--- src/rtl/usr_seq_pkg.sv ---
// Shared types for the universal shift-register sequencer: command opcodes,
// register modes and controller states.
package usr_seq_pkg;

  typedef enum logic [1:0] {
    OP_LOAD = 2'b00,
    OP_SHR  = 2'b01,
    OP_SHL  = 2'b10,
    OP_LSHR = 2'b11
  } op_e;

  typedef enum logic [1:0] {
    MODE_HOLD = 2'b00,
    MODE_SHR  = 2'b01,
    MODE_SHL  = 2'b10,
    MODE_LOAD = 2'b11
  } mode_e;

  typedef enum logic [1:0] {
    ST_IDLE  = 2'b00,
    ST_LOAD  = 2'b01,
    ST_SHIFT = 2'b10,
    ST_DONE  = 2'b11
  } state_e;

endpackage

--- src/rtl/usr_shift_sequencer_core.sv ---
// WIDTH-bit universal shift register: hold, shift right, shift left or
// parallel load, selected by mode on every rising edge.
module usr_core
  import usr_seq_pkg::*;
#(
  parameter int unsigned WIDTH = 8
) (
  input  logic             clk,
  input  logic             rst,
  input  mode_e            mode,
  input  logic [WIDTH-1:0] pi,
  input  logic             sin,
  output logic [WIDTH-1:0] po
);

  always_ff @(posedge clk or posedge rst) begin
    if (rst) begin
      po <= '0;
    end else begin
      case (mode)
        MODE_SHR:  po <= {sin, po[WIDTH-1:1]};
        MODE_SHL:  po <= {po[WIDTH-2:0], sin};
        MODE_LOAD: po <= pi;
        default:   po <= po;
      endcase
    end
  end

endmodule

--- src/rtl/usr_shift_sequencer.sv ---
// Command-driven controller that sequences a universal shift register through
// an optional parallel load followed by N single-bit shifts.
module usr_shift_sequencer
  import usr_seq_pkg::*;
#(
  parameter int unsigned WIDTH = 8,
  parameter int unsigned CNT_W = 4
) (
  input  logic             clk,
  input  logic             rst,
  input  logic             cmd_valid,
  output logic             cmd_ready,
  input  logic [1:0]       cmd_op,
  input  logic [CNT_W-1:0] cmd_count,
  input  logic [WIDTH-1:0] cmd_data,
  input  logic             ser_in,
  input  logic             abort,
  output logic [1:0]       mode,
  output logic [WIDTH-1:0] po,
  output logic             ser_out,
  output logic             busy,
  output logic             done
);

  state_e           state;
  state_e           state_nxt;
  op_e              op_q;
  logic [CNT_W-1:0] cnt_q;
  logic [WIDTH-1:0] data_q;
  mode_e            mode_c;
  mode_e            core_mode;
  logic             accept;

  assign cmd_ready = (state == ST_IDLE) && !rst;
  assign accept    = cmd_valid && cmd_ready;
  assign busy      = (state != ST_IDLE);
  assign done      = (state == ST_DONE);
  assign mode      = mode_c;

  // An aborted cycle must leave the register untouched.
  assign core_mode = abort ? MODE_HOLD : mode_c;

  always_ff @(posedge clk or posedge rst) begin
    if (rst) begin
      state <= ST_IDLE;
    end else begin
      state <= state_nxt;
    end
  end

  always_comb begin
    state_nxt = state;
    mode_c    = MODE_HOLD;
    case (state)
      ST_IDLE: begin
        if (accept) begin
          case (op_e'(cmd_op))
            OP_LOAD, OP_LSHR: state_nxt = ST_LOAD;
            default:          state_nxt = (cmd_count != '0) ? ST_SHIFT : ST_DONE;
          endcase
        end
      end
      ST_LOAD: begin
        mode_c = MODE_LOAD;
        if (abort) begin
          state_nxt = ST_IDLE;
        end else if (op_q == OP_LSHR && cnt_q != '0) begin
          state_nxt = ST_SHIFT;
        end else begin
          state_nxt = ST_DONE;
        end
      end
      ST_SHIFT: begin
        mode_c = (op_q == OP_SHL) ? MODE_SHL : MODE_SHR;
        if (abort) begin
          state_nxt = ST_IDLE;
        end else if (cnt_q == CNT_W'(1)) begin
          state_nxt = ST_DONE;
        end
      end
      default: state_nxt = ST_IDLE;
    endcase
  end

  // Command capture and remaining-shift counter.
  always_ff @(posedge clk or posedge rst) begin
    if (rst) begin
      op_q   <= OP_LOAD;
      cnt_q  <= '0;
      data_q <= '0;
    end else if (accept) begin
      op_q   <= op_e'(cmd_op);
      cnt_q  <= cmd_count;
      data_q <= cmd_data;
    end else if (state == ST_SHIFT && !abort) begin
      cnt_q  <= cnt_q - CNT_W'(1);
    end
  end

  always_comb begin
    case (mode_c)
      MODE_SHR: ser_out = po[0];
      MODE_SHL: ser_out = po[WIDTH-1];
      default:  ser_out = 1'b0;
    endcase
  end

  usr_core #(
    .WIDTH(WIDTH)
  ) u_core (
    .clk  (clk),
    .rst  (rst),
    .mode (core_mode),
    .pi   (data_q),
    .sin  (ser_in),
    .po   (po)
  );

endmodule
--- config.mk ---
export PLATFORM = sky130hd
export DESIGN_NAME = usr_shift_sequencer
export DESIGN_NICKNAME = d
export VERILOG_FILES = /design/src/rtl/usr_seq_pkg.sv /design/src/rtl/usr_shift_sequencer_core.sv /design/src/rtl/usr_shift_sequencer.sv
export SDC_FILE = /design/constraint.sdc
export NUM_CORES = 1
export LEC_CHECK = 0
export ABC_AREA = 1
export BUFFER_PORTS_ARGS = -buffer_cell sky130_fd_sc_hd__buf_2
export CAP_MARGIN = 20
export CORE_ASPECT_RATIO = 1.1
export CORE_MARGIN = 8
export CORE_UTILIZATION = 30
export CTS_CLUSTER_SIZE = 10
export DETAILED_ROUTE_END_ITERATION = 8
export PLACE_DENSITY = 0.61
export SYNTH_ARGS = -nofsm -noshare
export SYNTH_HDL_FRONTEND = slang
export SYNTH_HIERARCHICAL = 1
export SYNTH_SLANG_ARGS = --single-unit
--- constraint.sdc ---
create_clock -name clk -period 1.6 [get_ports clk]
set_input_delay 0.32 -clock clk [delete_from_list [all_inputs] [get_ports clk]]
set_output_delay 0.32 -clock clk [all_outputs]
set_load 0.05 [all_outputs]
* Yosys cells after proc, flatten, opt, wreduce, memory -nomap -nowiden *
Cells that the tools add are included.

storage, ports and cells
  output and inout bits = 14
  word-level logic and storage cells = 50
  register bits after elaboration = 24

cells by class
  muxes and demuxes = 15
  equal/unequal tests = 14
  reductions and logical operators = 15
  add/sub/neg operators = 1

operator list
  cell                                                 count
  case mux 8 bit (3 select lines)                      1
  equality test 2 bit, second input constant           8
  two-way mux 2 bit                                    7
  two-way mux 4 bit                                    2
  nonzero test 4 bit                                   2
  equality test 2 x 1 -> 1 bit, second input constant  3
  case mux 2 bit (3 select lines)                      1
  equality test 4 x 1 -> 1 bit, second input constant  1
  logical AND 1 bit                                    4
  logical NOT 2 bit                                    2
  case mux 2 bit (2 select lines)                      1
  nonzero test 2 bit                                   2
  subtractor 4 x 1 -> 4 bit, second input constant     1
  inequality test 3 bit, second input constant         1
  nonzero test 3 bit                                   1
  logical NOT 1 bit                                    2
  two-way mux 1 bit                                    2
  inequality test 2 bit, second input constant         1
  case mux 1 bit (2 select lines)                      1
  AND reduction 2 bit                                  1
  OR reduction 2 bit                                   1

* Logic depth before layout (Yosys ltp) *
  depth in word-level cells = 6
  gate-level depth with buffers = 12
  depth with buffers taken out = 11

* Modules after synthesis *
The synthesis kept the hierarchy.

by module, submodules not included
  module               cells an instance  instances  area an instance (um^2)
  usr_shift_sequencer  139                1          991.0
  usr_core             73                 1          511.7

* Worst setup path after synthesis *
OpenSTA, ideal clock, no wires.

  kind = reg-to-output
  start = reg state[0]
  end = out ser_out
  buffers on the path = 0
  arrival = 1.647 ns
  slack = -0.367 ns
  stages on the path, launching flop included = 9
  path through = dfrtp_1 -> inv_1 -> ha_1 -> nand3_1 -> nand2_1 -> nand2_1 -> nor2_1 -> nor2_1 -> nor2_1

on the way
  cells in the longest elaborated chain, start to end = 4

ends and longest elaborated chain
  what                                                                        RTL line                    RTL
  start, declared                                                             usr_shift_sequencer.sv:25   state_e state;
  start signal, assigned                                                      usr_shift_sequencer.sv:47   state <= state_nxt;
  equality test 2 bit / equality test 2 x 1 -> 1 bit (equally long branches)  usr_shift_sequencer.sv:54   case (state)
  case mux 2 bit (2 select lines) (*)                                         usr_shift_sequencer.sv:54
  equality test 2 bit / equality test 2 x 1 -> 1 bit (equally long branches)  usr_shift_sequencer.sv:101  case (mode_c)
  case mux 1 bit (2 select lines) (*)                                         usr_shift_sequencer.sv:101
  end, declared                                                               usr_shift_sequencer.sv:20   output logic ser_out,

Every way passes the cells marked *; elsewhere a longest branch is shown, timed or not.

* Worst setup path after layout *
Same ends and word-level chain as after synthesis.

==> run metrics <==
final hold vios 0; # IOs 33; largest net degree at the start of global routing 17; Synth Area per Inst 7.088 sq um; unrepaired setup endpoints after global routing true; Slew HR 58.95%; first-pass GRT wire length 6.624 mm; crit end category output port; Cell Count, Final, Fillers Out 322; Num CTS Buffers 3; final slew viol count 0; Yosys reg bits 24; crit path kind reg2out; fmax 526.1 MHz; Setup Viol. Count Final 12; vias per cell 4.425; Synth Cell Area 1503 sq um; Final HPWL DP 2.807 mm; wire per inst 11.91 um; Placed Cells incl. Taps 313; Clock Path Buffers 2; CTS Sinks 24; worst path required time 1.28 ns; Unique masters post-synth 19; Crit Path Max Fanout 3; cells along the critical path inv_2 -> ha_4 -> nand3_4 -> nand2_2 -> nand2_2 -> nor2_2 -> nor2_2 -> nor2_4 -> buf_8; Initial Util 30.47%; Slew @ Worst Pin 0.6151 ns; Final Cell Area 2151 sq um; max-cap violations 0; status finished with violations; PortBufs 32; diodes inserted 0; post-layout min period 1.901 ns; final WL 3.835 mm; DRT antenna net count 0; H-tree depth 1; DRC violation count after routing 0; die width 83.48 um; hold buffer count at CTS 0; total core area 4932 sq um; post-synthesis sequential area ratio 39.97%; pwr dens 2016 nW/um^2; Total GRT Usage 10.35%; share of cells above drive strength 1 33.71%; CTS tree done; Yosys warning count 6; Die Area 7532 sq um; GP Congestion 0.8137; crit share post-route 118.8%; worst skew pair latency 0.27 ns; grt ovf 0; placed cell area 1868 sq um; worst setup margin -0.3007 ns; clock slew seen by the registers of the worst setup and hold paths 0.09 ns; Min-Delay Path Class in2async; setup tns final -1.630 ns; failing checks negative setup slack; DR pass1 iterations 4; 1st-iter DRT viols 59; CP startpoint kind register; Post-Place Setup Slack -0.1439 ns; Layout area overhead 43.13%; worst IR drop on VDD 0.0007296 V; die height 90.23 um; Syn Nets 238; crit path max-delay cell type dfrtp_1; number of antenna violations at the first check in global routing 0; root buffer cell clkbuf_8; Lkg Pwr 0.001135 uW; vias 1425; post-synthesis cell count 212; CP arrival 1.58 ns; Fill cells 512; number of global-route vias before repair 1442; final-stage net count 291; Std-Cell Rows 27; Final Skew 0.006435 ns; CP peak stage delay 0.39 ns
-- routing by layer --
metal  global-route usage, %  part of all wire, %
met2                   16.61                   46
met3                   2.437                  4.6
met5                       0                    0
met1                   12.90                   48
met4                   4.323                  1.3
-- cells in the mapped netlist --
cell type	n	area [sq um]
buf_4	1	7.510
nand2_1	91	341.6
buf_6	4	45.04
nor2_1	16	60.06
nand3_1	30	150.1
nand2_2	1	6.260
dfrtp_1	24	600.6
inv_4	2	12.51
a21oi_1	1	5.000
o21ai_1	1	5.000
nor2_4	3	33.78
o211ai_1	2	15.01
a21oi_2	1	8.760
o21ai_0	1	5.000
ha_1	7	87.58
xor2_1	2	17.52
inv_1	21	78.83
nand2_4	1	11.26
inv_2	3	11.26
-- layout make-up --
cell class,count,area (sq um),share of cell area (%)
clock buffer,3,41.29,1.920
clock inverter,1,30.03,1.396
inverter,26,115.1,5.352
multi-input combinational,157,865.8,40.26
sequential,24,601.8,27.98
tap,58,72.57,3.374
timing repair buffer,53,424.2,19.72
-- stage by stage --
step	utilization (%)	hold slack [ns]	power (uW)
2_1_floorplan	-	0.1357	2754
3_3_place_gp	37.87	0.3294	3361
3_5_place_dp	37.87	0.3311	3371
4_1_cts	42.87	0.02902	4271
5_1_grt	43.61	0.05835	4662
6_report	43.61	0.02049	4337
-- critical path, delay by kind of cell, from the launching register on --
kind                       cells  cell delay (ns)
and+or+nand+nor                6             0.48
DFF                            1             0.39
buffers and inverters          2             0.28
adders and majority gates      1             0.17
-- worst paths after layout --
check	start	cells after the start	slack, ns	end
min in group clk	cmd_data[0]	3	0.23	data_q[0]
hold / removal	rst	2	0.02	u_core/po[2]
setup reg to reg	state[0]	12	-0.12	u_core/po[3]
hold reg to reg	data_q[6]	2	0.49	data_q[6]
setup / recovery	state[0]	9	-0.30	ser_out
max in group asynchronous	rst	2	1.01	state[1]
-- where the power goes --
group / internal (uW) / switching (uW)
Combinational: 1070 / 1600
Sequential: 894 / 239
Clock: 335 / 202
-- flip-flops by register name, summed over array words and instances (netlist names) --
signal,flops
cnt_q,4
data_q,8
op_q,2
state,2
u_core/po,8
-- repair_timing --
action	4_1_cts	5_1_grt
gates cloned	1	0
setup endpoints to repair	14	18
setup buffers	4	0
resized for setup	30	10
pin swaps	11	9
-- cells by family after synthesis --
| group | Yosys count | synth area share [%] |
|---|---|---|
| buffers and inverters | 31 | 10.32 |
| AND/OR/NAND/NOR | 142 | 40.13 |
| flip-flops | 24 | 39.97 |
| XOR/XNOR | 2 | 1.166 |
| adder cells (fa/ha/maj) | 7 | 5.828 |
| AO/OA/AOI/OAI | 6 | 2.580 |
-- layout by cell type, fill, tap and decap left out --
master	n
a21oi_1	1
a21oi_2	1
buf_12	3
buf_16	1
buf_2	26
buf_4	17
buf_6	3
buf_8	3
bufinv_16	1
clkbuf_8	3
dfrtp_1	23
dfrtp_2	1
ha_1	2
ha_4	5
inv_1	16
inv_2	4
inv_4	5
inv_6	1
nand2_1	87
nand2_2	5
nand2_8	1
nand3_1	28
nand3_2	1
nand3_4	1
nor2_1	12
nor2_2	2
nor2_4	5
o211ai_1	2
o21ai_0	1
o21ai_1	1
xor2_1	2
No activity file was read; power rests on OpenSTA's default activity.
